$ cat src/rtl/sa_layer_receiver.sv
// rtl/sa_layer_receiver.sv - captures one layer (info, weight tile, bias tile) and streams masked weight rows into the systolic array
// Optional feature macro: SA_STALL_COUNT_EN adds stall_cnt_od, a saturating count of backpressured row cycles.
module sa_layer_receiver #(
  parameter int WIDTH      = 8,
  parameter int HEIGHT     = 8,
  parameter int DATA_WIDTH = 8
) (
  input  logic                                 clk,
  input  logic                                 rst,
  input  logic                                 layer_info_iv,
  input  logic [3:0]                           weight_height_id,
  input  logic [3:0]                           weight_width_id,
  input  logic [3:0]                           bias_height_id,
  input  logic [3:0]                           bias_width_id,
  input  logic [2:0]                           op_id,
  input  logic                                 is_first_layer,
  input  logic                                 is_final_layer,
  input  logic                                 weight_iv,
  input  logic [HEIGHT*WIDTH*DATA_WIDTH-1:0]   weight_id,
  input  logic                                 bias_iv,
  input  logic [HEIGHT*WIDTH*DATA_WIDTH-1:0]   bias_id,
  input  logic                                 sa_ready_i,
  output logic                                 sa_weight_ov,
  output logic [WIDTH*DATA_WIDTH-1:0]          sa_weight_od,
  output logic [$clog2(HEIGHT)-1:0]            sa_row_idx_od,
  output logic [HEIGHT*WIDTH*DATA_WIDTH-1:0]   sa_bias_od,
  output logic [2:0]                           sa_op_od,
  output logic                                 sa_final_od,
  output logic                                 received_SA_od,
  output logic                                 cfg_err_od,
`ifdef SA_STALL_COUNT_EN
  output logic [15:0]                          stall_cnt_od,
`endif
  output logic                                 overrun_od
);

  localparam int TW   = HEIGHT * WIDTH * DATA_WIDTH;
  localparam int RWID = WIDTH * DATA_WIDTH;
  localparam int IW   = $clog2(HEIGHT);

  typedef enum logic [1:0] {IDLE, COLLECT, STREAM, DONE} state_t;

  state_t            r_state;
  logic              r_have_info, r_have_w, r_have_b;
  logic [3:0]        r_w_h, r_w_w, r_b_h, r_b_w;
  logic [2:0]        r_op;
  logic              r_final;
  logic [TW-1:0]     r_weight, r_bias;
  logic [IW-1:0]     r_cnt, r_row_idx;
  logic              r_weight_ov;
  logic [RWID-1:0]   r_weight_row;
  logic [TW-1:0]     r_bias_out;
  logic [2:0]        r_op_out;
  logic              r_final_out, r_received, r_cfg_err, r_overrun;

  logic w_any_strobe, w_all_flags, w_dim_bad, w_unused;

  assign w_any_strobe = layer_info_iv | weight_iv | bias_iv;
  assign w_all_flags  = r_have_info & r_have_w & r_have_b;
  assign w_unused     = is_first_layer;

  function automatic logic f_dim_bad(input logic [3:0] d, input int lim);
    return (d == 4'd0) || (int'(d) > lim);
  endfunction

  // Oversized dimensions need no explicit clamp: every tile index is already below them.
  function automatic logic [RWID-1:0] f_row(input logic [TW-1:0] tile, input int row,
                                            input logic [3:0] h, input logic [3:0] w);
    logic [RWID-1:0] v;
    v = '0;
    for (int c = 0; c < WIDTH; c++)
      if (row < int'(h) && c < int'(w))
        v[c*DATA_WIDTH +: DATA_WIDTH] = tile[(row*WIDTH + c)*DATA_WIDTH +: DATA_WIDTH];
    return v;
  endfunction

  function automatic logic [TW-1:0] f_bias(input logic [TW-1:0] tile,
                                           input logic [3:0] h, input logic [3:0] w);
    logic [TW-1:0] v;
    v = '0;
    for (int r = 0; r < HEIGHT; r++)
      v[r*RWID +: RWID] = f_row(tile, r, h, w);
    return v;
  endfunction

  assign w_dim_bad = f_dim_bad(r_w_h, HEIGHT) | f_dim_bad(r_w_w, WIDTH) |
                     f_dim_bad(r_b_h, HEIGHT) | f_dim_bad(r_b_w, WIDTH);

  always_ff @(posedge clk) begin
    if (rst) begin
      r_state      <= IDLE;
      r_have_info  <= 1'b0;
      r_have_w     <= 1'b0;
      r_have_b     <= 1'b0;
      r_w_h        <= '0;
      r_w_w        <= '0;
      r_b_h        <= '0;
      r_b_w        <= '0;
      r_op         <= '0;
      r_final      <= 1'b0;
      r_weight     <= '0;
      r_bias       <= '0;
      r_cnt        <= '0;
      r_row_idx    <= '0;
      r_weight_ov  <= 1'b0;
      r_weight_row <= '0;
      r_bias_out   <= '0;
      r_op_out     <= '0;
      r_final_out  <= 1'b0;
      r_received   <= 1'b0;
      r_cfg_err    <= 1'b0;
      r_overrun    <= 1'b0;
    end else begin
      case (r_state)
        IDLE, COLLECT: begin
          if (layer_info_iv) begin
            r_have_info <= 1'b1;
            r_w_h       <= weight_height_id;
            r_w_w       <= weight_width_id;
            r_b_h       <= bias_height_id;
            r_b_w       <= bias_width_id;
            r_op        <= op_id;
            r_final     <= is_final_layer;
          end
          if (weight_iv) begin
            r_have_w <= 1'b1;
            r_weight <= weight_id;
          end
          if (bias_iv) begin
            r_have_b <= 1'b1;
            r_bias   <= bias_id;
          end
          if (r_state == IDLE) begin
            if (w_any_strobe) r_state <= COLLECT;
          end else if (w_all_flags) begin
            r_state      <= STREAM;
            r_cnt        <= '0;
            r_row_idx    <= IW'(HEIGHT - 1);
            r_weight_ov  <= 1'b1;
            r_weight_row <= f_row(r_weight, HEIGHT - 1, r_w_h, r_w_w);
            r_bias_out   <= f_bias(r_bias, r_b_h, r_b_w);
            r_op_out     <= r_op;
            r_final_out  <= r_final;
            if (w_dim_bad) r_cfg_err <= 1'b1;
          end
        end
        STREAM: begin
          if (sa_ready_i) begin
            if (r_cnt == IW'(HEIGHT - 1)) begin
              r_state      <= DONE;
              r_weight_ov  <= 1'b0;
              r_weight_row <= '0;
              r_row_idx    <= '0;
              r_received   <= 1'b1;
            end else begin
              r_cnt        <= r_cnt + 1'b1;
              r_row_idx    <= r_row_idx - 1'b1;
              r_weight_row <= f_row(r_weight, HEIGHT - 2 - int'(r_cnt), r_w_h, r_w_w);
            end
          end
        end
        DONE: begin
          r_received  <= 1'b0;
          r_have_info <= 1'b0;
          r_have_w    <= 1'b0;
          r_have_b    <= 1'b0;
          r_state     <= IDLE;
        end
        default: r_state <= IDLE;
      endcase
      if (w_any_strobe && (r_state == STREAM || r_state == DONE)) r_overrun <= 1'b1;
    end
  end

`ifdef SA_STALL_COUNT_EN
  logic [15:0] r_stall_cnt;

  always_ff @(posedge clk) begin
    if (rst)
      r_stall_cnt <= '0;
    else if (r_state == COLLECT && w_all_flags)
      r_stall_cnt <= '0;
    else if (r_weight_ov && !sa_ready_i && r_stall_cnt != 16'hFFFF)
      r_stall_cnt <= r_stall_cnt + 16'd1;
  end

  assign stall_cnt_od = r_stall_cnt;
`endif

  assign sa_weight_ov   = r_weight_ov;
  assign sa_weight_od   = r_weight_row;
  assign sa_row_idx_od  = r_row_idx;
  assign sa_bias_od     = r_bias_out;
  assign sa_op_od       = r_op_out;
  assign sa_final_od    = r_final_out;
  assign received_SA_od = r_received;
  assign cfg_err_od     = r_cfg_err;
  assign overrun_od     = r_overrun;

endmodule

$ cat config.mk
export PLATFORM = sky130hd
export DESIGN_NAME = sa_layer_receiver
export DESIGN_NICKNAME = d
export VERILOG_FILES = /design/src/rtl/sa_layer_receiver.sv
export SDC_FILE = /design/constraint.sdc
export NUM_CORES = 2
export LEC_CHECK = 0
export ABC_CLOCK_PERIOD_IN_PS = 4050
export BUFFER_PORTS_ARGS = -buffer_cell sky130_fd_sc_hd__buf_2
export CORE_AREA = 2 2 634 636
export DETAILED_ROUTE_END_ITERATION = 16
export DIE_AREA = 0 0 636 638
export SKIP_LAST_GASP = 1
export SLEW_MARGIN = 0
export SYNTH_ARGS = -nofsm -noshare
export SYNTH_HDL_FRONTEND = slang
export SYNTH_SLANG_ARGS = --single-unit
$ cat constraint.sdc
create_clock -name clk -period 4.05 [get_ports clk]
set_input_delay 0.81 -clock clk [delete_from_list [all_inputs] [get_ports clk]]
set_output_delay 0.81 -clock clk [all_outputs]
set_load 0.01 [all_outputs]
==> reports/results.txt <==
critical path cell sequence -> inv_1 > ha_1 > and2b_2 > nand2_8 > buf_4 > nor3b_2 > a22oi_1 > nor2_1
Net Sw Frac -> 33.8%
hold_sp -> weight_id[98]
vias in the first global route -> 53800
GR Util All Layers -> 18.2%
Setup Total Neg Slack -> 0 ps
VDD IR max -> 0.000373 V
Worst Path Arrival -> 4130 ps
largest net degree at the start of global routing -> 205
Least-Margin Pin Slew -> 1290 ps
Worst path max stage delay -> 640 ps
largest area contributor in the netlist -> dfxtp_1
combinational cell fraction of total power -> 21.1%
Post-Syn Instances -> 7027
Skew-Pair Late Insertion Delay -> 930 ps
Pre-Repair DR Iteration Count -> 6
Post-synth EDFFs -> 0
post-route minimum period -> 3320 ps
clk buf depth -> 4
Psw -> 16.6 mW
Max Cap Violations -> 0
RSZ-0062 raised after global routing -> no
Tcrit/Tclk final -> 82.0%
syn avg cell area -> 8.57 sq um
sequential share of the synthesized area -> 54.5%
antenna violations before repair -> 224
worst hold path class -> primary input to register
Post-CTS Setup Repair Bufs -> 0
Layout Cells excl Fill -> 14100
CTS tree -> yes
top-count cell post-synth -> nand2_1
layout cells sized above 1 -> 26.9%
Clock power frac -> 38.2%
crit path from -> r_state[1]
top-area cell type share of the netlist area -> 54.5%
Post-synth top cells -> nand2_1 (2351), dfxtp_1 (1639), a21oi_1 (1107), nor2_1 (464), clkbuf_1 (387)
# setup viols final -> 0
critical path startpoint category -> register
Iteration-0 DRC Markers -> 5784
first-pass GRT wire length -> 501000 microns
die height -> 638 microns
CP required -> 4860 ps
asr flop ratio synth -> 0%
fin worst setup slack -> 727 ps
ANT nets after route -> 0
Inserted Clock Buffers -> 198
internal cell power -> 32.5 mW
routed len/inst -> 27.7 microns
Die Area -> 406000 sq um
outcome -> finished clean
Seq pwr share -> 40.7%
DR vias/cell -> 4.20
CP Class -> register to register
NumNets Final -> 9525
Mapped Nets -> 8087
Ports -> 1638
mapped cell area -> 60200 sq um
commonest register cell after synthesis -> dfxtp_1
YS warnings -> 0
Final Skew -> 89.1 ps
FF+latch count, synth -> 1639
fmax -> 301 MHz
Placer Congestion -> 0.956
number of H-tree levels -> 4
root buffer cell -> clkbuf_16
# hold bufs at CTS -> 0
initial core utilization -> 15.1%
area delta synth->final -> 35.8%
Crit Path Max Fanout -> 60
pwr dens -> 599 nW/um^2
Detail Placement HPWL -> 313000 microns
leak pwr -> 32.3 nW
CTS-repair resized insts -> 0
die width -> 636 microns
post-synthesis cell type count -> 56
Worst R2R Start -> r_state[1]
Hold Vio Cnt, Final -> 0
Worst setup EP type -> register
Reg clk slew, reported paths -> 60 ps
WL final -> 389000 microns
total congestion overflow -> 0
max-slew violation count -> 0
Synth area leaders -> dfxtp_1 (54%), nand2_1 (15%), a21oi_1 (9.2%)
via count -> 59000
port buffer count -> 1636
Cells after DPL -> 13500
DRC Markers -> 0
Place WS -> 721 ps
num rows -> 232
Core Region -> 399000 sq um
worst relative slew slack -> 14.3%
Slowest-stage cell, CP -> nor3b_2
clk sinks -> 1639
==> power groups by stage <==
| stage | clock, mW | sequential, mW | combinational (mW) |
|---|---|---|---|
| global placement | 0 | 20.2 | 10.4 |
| finish | 18.7 | 19.9 | 10.3 |
| floorplan | 0 | 19.7 | 5.74 |
| detailed placement | 0 | 20.2 | 10.5 |
| CTS | 19.2 | 19.9 | 10.5 |
| global route | 19.8 | 20.2 | 11.3 |
==> through the flow <==
stage	cell area, sq um	util, %	hold slack [ps]	power (mW)
global route	81700	20.5	70.9	51.2
global placement	74600	18.7	433	30.6
floorplan	60200	-	432	25.4
finish	81800	20.5	117	49.0
detailed placement	74600	18.7	436	30.7
CTS	81400	20.4	26.4	49.6
==> final cells by class <==
| class | instances | area [sq um] |
|---|---|---|
| repair buffers | 1787 | 9850 |
| inverters | 15 | 58.8 |
| clock inverters | 83 | 1110 |
| clock buffers | 273 | 5650 |
| multi-input cells | 4824 | 25300 |
| fillers | 44600 | 317000 |
| flip-flops and latches | 1639 | 32800 |
| diodes | 164 | 410 |
| well taps | 5265 | 6590 |
==> critical path: cells and delay by family, from the launching register on <==
family / cells / cell delay (ps)
and+or+nand+nor: 4 / 1670
buffers and inverters: 2 / 560
DFF: 1 / 440
adders and majority gates: 1 / 270
AOI/OAI and AO/OA: 1 / 150
==> kinds of logic after synthesis <==
logic type / count (synthesis) / synth area share [%]
AOI/OAI and AO/OA: 1741 / 17.5
xor gates and xnor gates: 1 / 0.0145
adders and majority gates: 9 / 0.187
buffers and inverters: 564 / 3.82
DFF: 1639 / 54.5
muxes: 130 / 4.82
and+or+nand+nor: 2943 / 19.2
==> state kept, by name, indices dropped and copies added (netlist names), 3 cells and up <==
| name | flops |
|---|---|
| sa_bias_od | 512 |
| sa_weight_od | 64 |
| r_w_w | 4 |
| r_cnt | 3 |
| r_bias | 512 |
| r_weight | 512 |
| r_op | 3 |
| r_b_h | 4 |
| sa_op_od | 3 |
| r_w_h | 4 |
| r_b_w | 4 |
| sa_row_idx_od | 3 |
==> cell usage in the layout, fill, tap and decap left out, drive strengths merged, types with 24 or more instances in the layout <==
cell,synthesis,layout
a211oi,69,69
a21oi,1115,1115
a22o,120,120
a22oi,369,369
a32oi,40,40
buf,162,1787
clkbuf,387,273
clkinv,0,43
dfxtp,1639,1639
diode,0,164
inv,15,24
mux4,128,128
nand2,2352,2352
nand3,51,51
nor2,465,465
nor3,34,34
==> worst paths after layout <==
path,end,slack [ps],cells after the start
worst max-delay path,sa_bias_od[185],730,8
worst min-delay path,r_weight[98],120,3
worst max register to register,sa_bias_od[185],730,8
worst min register to register,sa_op_od[0],400,2
==> layer usage <==
metal | wire length [microns] | global-route usage, % | vias up
met5 | 308 | 0 | -
met2 | 194000 | 32.0 | 2445
met4 | 24200 | 9.90 | 48
li1 | - | - | 26900
met1 | 143000 | 20.0 | 28900
met3 | 27500 | 4.49 | 774
No activity file was read; power rests on OpenSTA's default activity.
